## src/rtl/tt_um_murra232_uart_tx.sv

```systemverilog
// UART-style serial transmitter: 1 start bit, 8 data bits LSB-first, 1 stop bit.
// One byte is accepted per handshake on uio_in[0] while idle; status is reported on uo_out.
module tt_um_murra232_uart_tx #(
    parameter int CLKS_PER_BIT = 16
) (
    input  logic       clk,
    input  logic       rst_n,
    input  logic       ena,
    input  logic [7:0] ui_in,
    input  logic [7:0] uio_in,
    output logic [7:0] uo_out,
    output logic [7:0] uio_out,
    output logic [7:0] uio_oe
);

    typedef enum logic [1:0] {
        IDLE  = 2'd0,
        START = 2'd1,
        DATA  = 2'd2,
        STOP  = 2'd3
    } state_t;

    localparam logic [7:0] BAUD_LAST = 8'(CLKS_PER_BIT - 1);

    state_t     state_q;
    logic [7:0] shift_q;
    logic [7:0] baud_q;
    logic [2:0] bit_q;
    logic       tx_q;
    logic       done_q;

    logic tx_valid;
    logic baud_term;
    logic ready;
    logic busy;

    assign tx_valid  = uio_in[0];
    assign baud_term = (baud_q == BAUD_LAST);
    assign ready     = (state_q == IDLE);
    assign busy      = ~ready;

    always_ff @(posedge clk or negedge rst_n) begin
        if (!rst_n) begin
            state_q <= IDLE;
            shift_q <= 8'h00;
            baud_q  <= 8'h00;
            bit_q   <= 3'd0;
            tx_q    <= 1'b1;
            done_q  <= 1'b0;
        end else begin
            done_q <= 1'b0;
            case (state_q)
                IDLE: begin
                    tx_q   <= 1'b1;
                    baud_q <= 8'h00;
                    if (tx_valid) begin
                        shift_q <= ui_in;
                        state_q <= START;
                        tx_q    <= 1'b0;
                    end
                end
                START: begin
                    if (baud_term) begin
                        baud_q  <= 8'h00;
                        bit_q   <= 3'd0;
                        state_q <= DATA;
                        tx_q    <= shift_q[0];
                    end else begin
                        baud_q <= baud_q + 8'd1;
                    end
                end
                DATA: begin
                    if (baud_term) begin
                        baud_q  <= 8'h00;
                        shift_q <= {1'b0, shift_q[7:1]};
                        // tx is registered, so it loads the bit that becomes shift_q[0] next
                        if (bit_q == 3'd7) begin
                            bit_q   <= 3'd0;
                            state_q <= STOP;
                            tx_q    <= 1'b1;
                        end else begin
                            bit_q <= bit_q + 3'd1;
                            tx_q  <= shift_q[1];
                        end
                    end else begin
                        baud_q <= baud_q + 8'd1;
                    end
                end
                STOP: begin
                    tx_q <= 1'b1;
                    if (baud_term) begin
                        baud_q  <= 8'h00;
                        state_q <= IDLE;
                        done_q  <= 1'b1;
                    end else begin
                        baud_q <= baud_q + 8'd1;
                    end
                end
                default: begin
                    state_q <= IDLE;
                    tx_q    <= 1'b1;
                end
            endcase
        end
    end

    assign uo_out  = {4'b0000, done_q, ready, busy, tx_q};
    assign uio_out = 8'h00;
    assign uio_oe  = 8'h00;

    wire unused = &{1'b0, ena, uio_in[7:1]};

endmodule

```

## config.mk

```make
export PLATFORM = sky130hd
export DESIGN_NAME = tt_um_murra232_uart_tx
export DESIGN_NICKNAME = d
export VERILOG_FILES = /design/src/rtl/tt_um_murra232_uart_tx.sv
export SDC_FILE = /design/constraint.sdc
export NUM_CORES = 1
export LEC_CHECK = 0
export ABC_AREA = 1
export CORE_ASPECT_RATIO = 0.75
export CORE_MARGIN = 8
export CORE_UTILIZATION = 30
export CTS_BUF_LIST = sky130_fd_sc_hd__clkbuf_16
export DETAILED_ROUTE_END_ITERATION = 7
export DONT_BUFFER_PORTS = 1
export REMOVE_ABC_BUFFERS = 1
export SLEW_MARGIN = 25
export SYNTH_ARGS = -nofsm -noshare
export SYNTH_HDL_FRONTEND = slang
export SYNTH_SLANG_ARGS = --single-unit
```

## constraint.sdc

```tcl
create_clock -name clk -period 3.5 [get_ports clk]
set_input_delay 0.525 -clock clk [delete_from_list [all_inputs] [get_ports clk]]
set_output_delay 0.525 -clock clk [all_outputs]
set_load 0.005 [all_outputs]
```

==> results.json, run 1 <==
{
  "p_leak_nw": 0.783,
  "initial_core_util_pct": 30.5,
  "postCtsSetupBuffers": 0,
  "multi_input_area_sq_um": 714,
  "setup_viol": 0,
  "startpoint_type": "flop",
  "hold_slack_ns": 0.105,
  "rsz0062_at_grt": "no",
  "clockBufferDepth": 2,
  "die_x_um": 96.8,
  "firstDrtPassIters": 4,
  "antenna_found_initial": 0,
  "yosys-top-cells-count": "nand2_1 (59), buf_4 (24), dfrtp_1 (22), nor2_1 (12), nand3_1 (10)",
  "area.sequential_sq_um": 577,
  "place_congestion": 0.763,
  "fin_nets": 205,
  "min_period_ns": 1.95,
  "cp_data_required_time_ns": 3.65,
  "final_hold_viol_count": 0,
  "synth.avg_cell_area_sq_um": 8.17,
  "dr_total_vias": 1013,
  "worstPathMaxFanout": 13,
  "cts-buffers-inserted": 3,
  "grt_use_total_pct": 7.92,
  "ys_types": 29,
  "final_antenna_net_count": 0,
  "fillers": 517,
  "place_ws_ns": 1.55,
  "switching_share_pct": 41.6,
  "skew_ns": 0.00295,
  "drt-wirelength-per-cell_um": 11.9,
  "status": "finished, final reports clean",
  "wl_mm": 2.81,
  "maxCapViolations": 0,
  "hold_path.class": "input pin to asynchronous set/reset pin",
  "power_frac_comb_pct": 43.4,
  "cts_sinks": 23,
  "critPathKind": "flop to flop",
  "num_antenna_cells": 0,
  "max_freq_mhz": 512,
  "synth_edf_count": 0,
  "worst_pin_slew_ns": 0.500,
  "ioPinCount": 43,
  "synth.area.top_cells": "dfrtp_1 (37%), nand2_1 (15%), buf_4 (12%)",
  "ys_ff_latch": 23,
  "finalSetupTns_ns": 0,
  "clock-root-buffer": "clkbuf_16",
  "synthFlopType": "dfrtp_1",
  "grt_pass1_vias": 1018,
  "synthArstFlopShare_pct": 100,
  "dp_hpwl_mm": 2.06,
  "viasPerCell": 4.27,
  "cts_tree": "done",
  "grt_overflow": 0,
  "io_buffer_count": 0,
  "clk_pin_slew_ns": 0.06,
  "insertion_delay_ns": 0.26,
  "drt_iter0_markers": 47,
  "cellInternalPower_uw": 681,
  "synthCells": 180,
  "yosys_warnings": 0,
  "power_density_nw_per_um2": 780,
  "grt_pass1_wl_mm": 4.77,
  "cp.arrival_ns": 2.11,
  "coreArea_sq_um": 4820,
  "endpoint_kind": "flop",
  "p_seq_share_pct": 35.1,
  "synth_seq_area_share_pct": 39.2,
  "die-area_sq_um": 7420,
  "die_y_um": 76.6,
  "synth.most_common_cell": "nand2_1",
  "rows": 22,
  "area_growth_pct": 1.53,
  "htree_levels": 1,
  "relSlewSlack_pct": 66.7,
  "post-route-worst-setup-slack_ns": 1.55,
  "grt_max_degree": 23,
  "drc": 0,
  "yosys.area.top_type_share_pct": 37.4,
  "synth_top_area_cell": "dfrtp_1",
  "p_sw_uw": 484,
  "fin_crit_sh_pct": 55.8,
  "final_max_slew_viol_count": 0,
  "netlist_area_sq_um": 1470,
  "peakVddDrop_mv": 0.361,
  "power.clock.fraction_pct": 21.5,
  "drive_gt1_share_pct": 10.2,
  "cts_resized": 0
}
-- per-layer routing --
metal  global-route usage, %  part of all wire, %  vias to the layer above
li1                        -                    -                      525
met1                    8.96                   44                      459
met2                    12.3                   46                       25
met3                    3.80                  8.5                        4
met4                    3.68                  1.6                        0
met5                       0                    0                        -
-- metrics by stage --
stage | instance area [sq um] | utilization [%] | power, mW | std cells
after floorplan | 1330 | - | 0.805 | 172
after global placement | 1410 | 29.2 | 0.908 | 232
after detailed placement | 1410 | 29.2 | 0.917 | 232
after CTS | 1500 | 31.1 | 1.18 | 237
after global routing | 1490 | 31.0 | 1.28 | 237
final | 1490 | 31.0 | 1.16 | 237
-- critical path, cell delays in order (launching register included) --
cell and delay, ns:
dfrtp_1 0.42, inv_1 0.12, ha_1 0.45, inv_2 0.23, nand2_1 0.31, nand3_4 0.16
nand2_1 0.10, nand2_1 0.05
-- worst paths after layout --
path                       startpoint          to  slack [ns]  depth (start not counted)
setup reg to reg           state_q[0]  shift_q[6]        1.55                          7
min in group clk            uio_in[0]        tx_q        0.43                          3
hold reg to reg             baud_q[0]   baud_q[0]        0.46                          1
hold / removal                  rst_n        tx_q        0.10                          0
max in group asynchronous       rst_n    bit_q[0]        2.94                          1
setup / recovery           state_q[0]  shift_q[6]        1.55                          7
-- cell families (layout without fill, tap and decap cells) --
kind of cell | count (synthesis) | in the layout | share of synthesized area, %
and+or+nand+nor | 100 | 100 | 30.7
buffers and inverters | 38 | 16 | 17.0
DFF | 23 | 23 | 39.2
adders and majority gates | 8 | 8 | 6.81
AOI/OAI and AO/OA | 7 | 7 | 4.17
xor gates and xnor gates | 3 | 3 | 1.79
other | 1 | 20 | 0.255
-- flip-flops by register name, summed over array words and instances (netlist names) --
name / flops
baud_q: 8
tx_q: 1
shift_q: 8
done_q: 1
state_q: 2
bit_q: 3
-- what timing repair did --
action | in CTS | in global routing
endpoints found under the setup margin | 0 | 0
hold endpoints to repair | 22 | 0
hold buffers | 1 | 0
-- placed cells by master (no fill, tap or decap) --
cell type  instances
ha_1               8
or2_2              2
conb_1            20
nor2_1            12
a21oi_1            1
xnor2_1            1
nand3_1           10
inv_2              3
dfrtp_1           22
nand2_1           59
o21bai_4           1
o21ai_4            1
o22ai_1            1
nand2_2            1
clkinv_2           1
or2_1              1
dfstp_2            1
nand4_1            8
clkbuf_16          3
nand2_4            1
buf_2              1
nand3_2            1
o21ai_0            3
nor2_2             1
nand3_4            1
xor2_1             2
inv_1              8
nor3_1             3
-- final cells by class --
type	instances	share of cell area, %
sequential	23	38.6
tap	60	5.03
clock inverter	1	0.335
clock buffer	3	5.03
timing repair buffer	1	0.335
multi-input combinational	138	47.9
inverter	11	2.77
-- power by group through the flow --
stage	clock network, mW	registers, mW	logic [mW]
3_3_place_gp	0	0.411	0.497
5_1_grt	0.270	0.422	0.588
4_1_cts	0.258	0.409	0.515
6_report	0.250	0.409	0.506
2_1_floorplan	0	0.399	0.406
3_5_place_dp	0	0.413	0.504
(Power assumes the default switching activity.)
==> run 2, diff against run 1 <==
- clock period: 3.5 -> 1.6 ns (I/O delays scaled with it)
==> results.json, run 2 (synthesized netlist as in run 1, its figures left out) <==
{
  "status": "finished, final reports clean",
  "post-route-worst-setup-slack_ns": 0.134,
  "dp_hpwl_mm": 2.15,
  "die_x_um": 96.8,
  "final_hold_viol_count": 0,
  "fin_area_sq_um": 1600,
  "firstDrtPassIters": 4,
  "initial_core_util_pct": 30.5,
  "max_freq_mhz": 682,
  "worst_pin_slew_ns": 0.530,
  "topRoutingLayerUsed": "met4",
  "peakVddDrop_mv": 0.637,
  "drt-wirelength-per-cell_um": 11.5,
  "fin_nets": 216,
  "wl_met2_mm": 1.30,
  "place_area_sq_um": 1480,
  "critPathKind": "flop to flop",
  "power_density_nw_per_um2": 1730,
  "startpoint_type": "flop",
  "coreArea_sq_um": 4820,
  "place_congestion": 0.742,
  "die-area_sq_um": 7420,
  "drt_iter0_markers": 37,
  "worstPathMaxFanout": 12,
  "ioPinCount": 43,
  "viasPerCell": 4.19,
  "grt_use_total_pct": 7.86,
  "p_leak_nw": 0.839,
  "area_growth_pct": 8.60,
  "htree_levels": 1,
  "most-common-layout-cells": "nand2_1 (58), dfrtp_1 (22), conb_1 (20), nor2_1 (12), nand3_1 (10)",
  "num_antenna_cells": 0,
  "area.sequential_sq_um": 577,
  "grt_max_degree": 24,
  "rows": 22,
  "final_cells": 248,
  "cts_sinks": 23,
  "relSlewSlack_pct": 64.7,
  "hold_path.class": "input pin to flop",
  "wirelength_met1_mm": 1.29,
  "insertion_delay_ns": 0.25,
  "cp.arrival_ns": 1.61,
  "clk_pin_slew_ns": 0.06,
  "finalSetupTns_ns": 0,
  "skew_ns": 0.000943,
  "drc": 0,
  "power_mw": 2.76,
  "min_period_ns": 1.47,
  "endpoint_kind": "flop",
  "fin_crit_sh_pct": 91.6,
  "largest_registers": "baud_q x8, shift_q x8, bit_q x3",
  "grt_pass1_vias": 1025,
  "rsz0062_at_grt": "no",
  "multi_input_area_sq_um": 731,
  "final_common_cell": "nand2_1",
  "cp_data_required_time_ns": 1.75,
  "final_max_slew_viol_count": 0,
  "cts-buffers-inserted": 3,
  "placed_cells": 241,
  "drive_gt1_share_pct": 15.4,
  "maxCapViolations": 0,
  "io_buffer_count": 0,
  "antenna_found_initial": 0,
  "final_antenna_net_count": 0,
  "grt_overflow": 0,
  "die_y_um": 76.6,
  "grt_pass1_wl_mm": 4.87,
  "cts_tree": "done",
  "clock-root-buffer": "clkbuf_16",
  "place_ws_ns": 0.0934,
  "fillers": 513,
  "setup_viol": 0,
  "clockBufferDepth": 2,
  "wl_mm": 2.84,
  "dr_total_vias": 1038,
  "wl_met3_um": 204
}
-- run 2: timing repair --
item	4_1_cts	5_1_grt
buffers inserted	0	1
hold buffers	1	1
gates resized for setup	0	4
endpoints found under the hold margin	23	22
endpoints found under the setup margin	0	10
-- run 2: final timing paths --
kind / from / end / slack, ns / depth (start not counted)
worst max register to register: state_q[0] / state_q[0] / 0.13 / 7
min in group asynchronous: rst_n / baud_q[6] / 0.49 / 2
max in group asynchronous: rst_n / tx_q / 0.75 / 2
worst min register to register: shift_q[3] / shift_q[3] / 0.47 / 2
worst min-delay path: uio_in[0] / shift_q[7] / 0.14 / 2
worst max-delay path: state_q[0] / state_q[0] / 0.13 / 7
-- run 2: layout make-up --
| class | count | share of cell area [%] |
|---|---|---|
| Inverter | 11 | 2.59 |
| Clock inverter | 1 | 0.235 |
| Timing Repair Buffer | 12 | 5.88 |
| Sequential cell | 23 | 36.1 |
| Clock buffer | 3 | 4.70 |
| Tap cell | 60 | 4.70 |
| Multi-Input combinational cell | 138 | 45.8 |
-- run 2: layer usage --
layer  vias to the layer above  track usage [%]
li1                        546                -
met1                       468             8.90
met2                        18             12.2
met3                         6             4.08
met4                         0             3.06
met5                         -                0
-- run 2: worst max-delay path, cell delays in order, from the launching register on --
cell     delay, ns
dfrtp_1       0.34
inv_1         0.06
buf_4         0.13
ha_1          0.21
buf_4         0.19
or2_2         0.30
nand3_1       0.08
nand2_1       0.05
-- run 2: power by group --
part           switching, mW  internal [mW]
clock network          0.195          0.333
registers              0.108          0.772
logic                  0.794          0.558
-- run 2: through the flow --
stage	utilization (%)	hold WS (ns)
6_report	33.1	0.137
3_3_place_gp	30.6	-0.0543
3_5_place_dp	30.6	-0.0544
4_1_cts	32.5	0.137
5_1_grt	33.1	0.144
2_1_floorplan	-	-0.0556
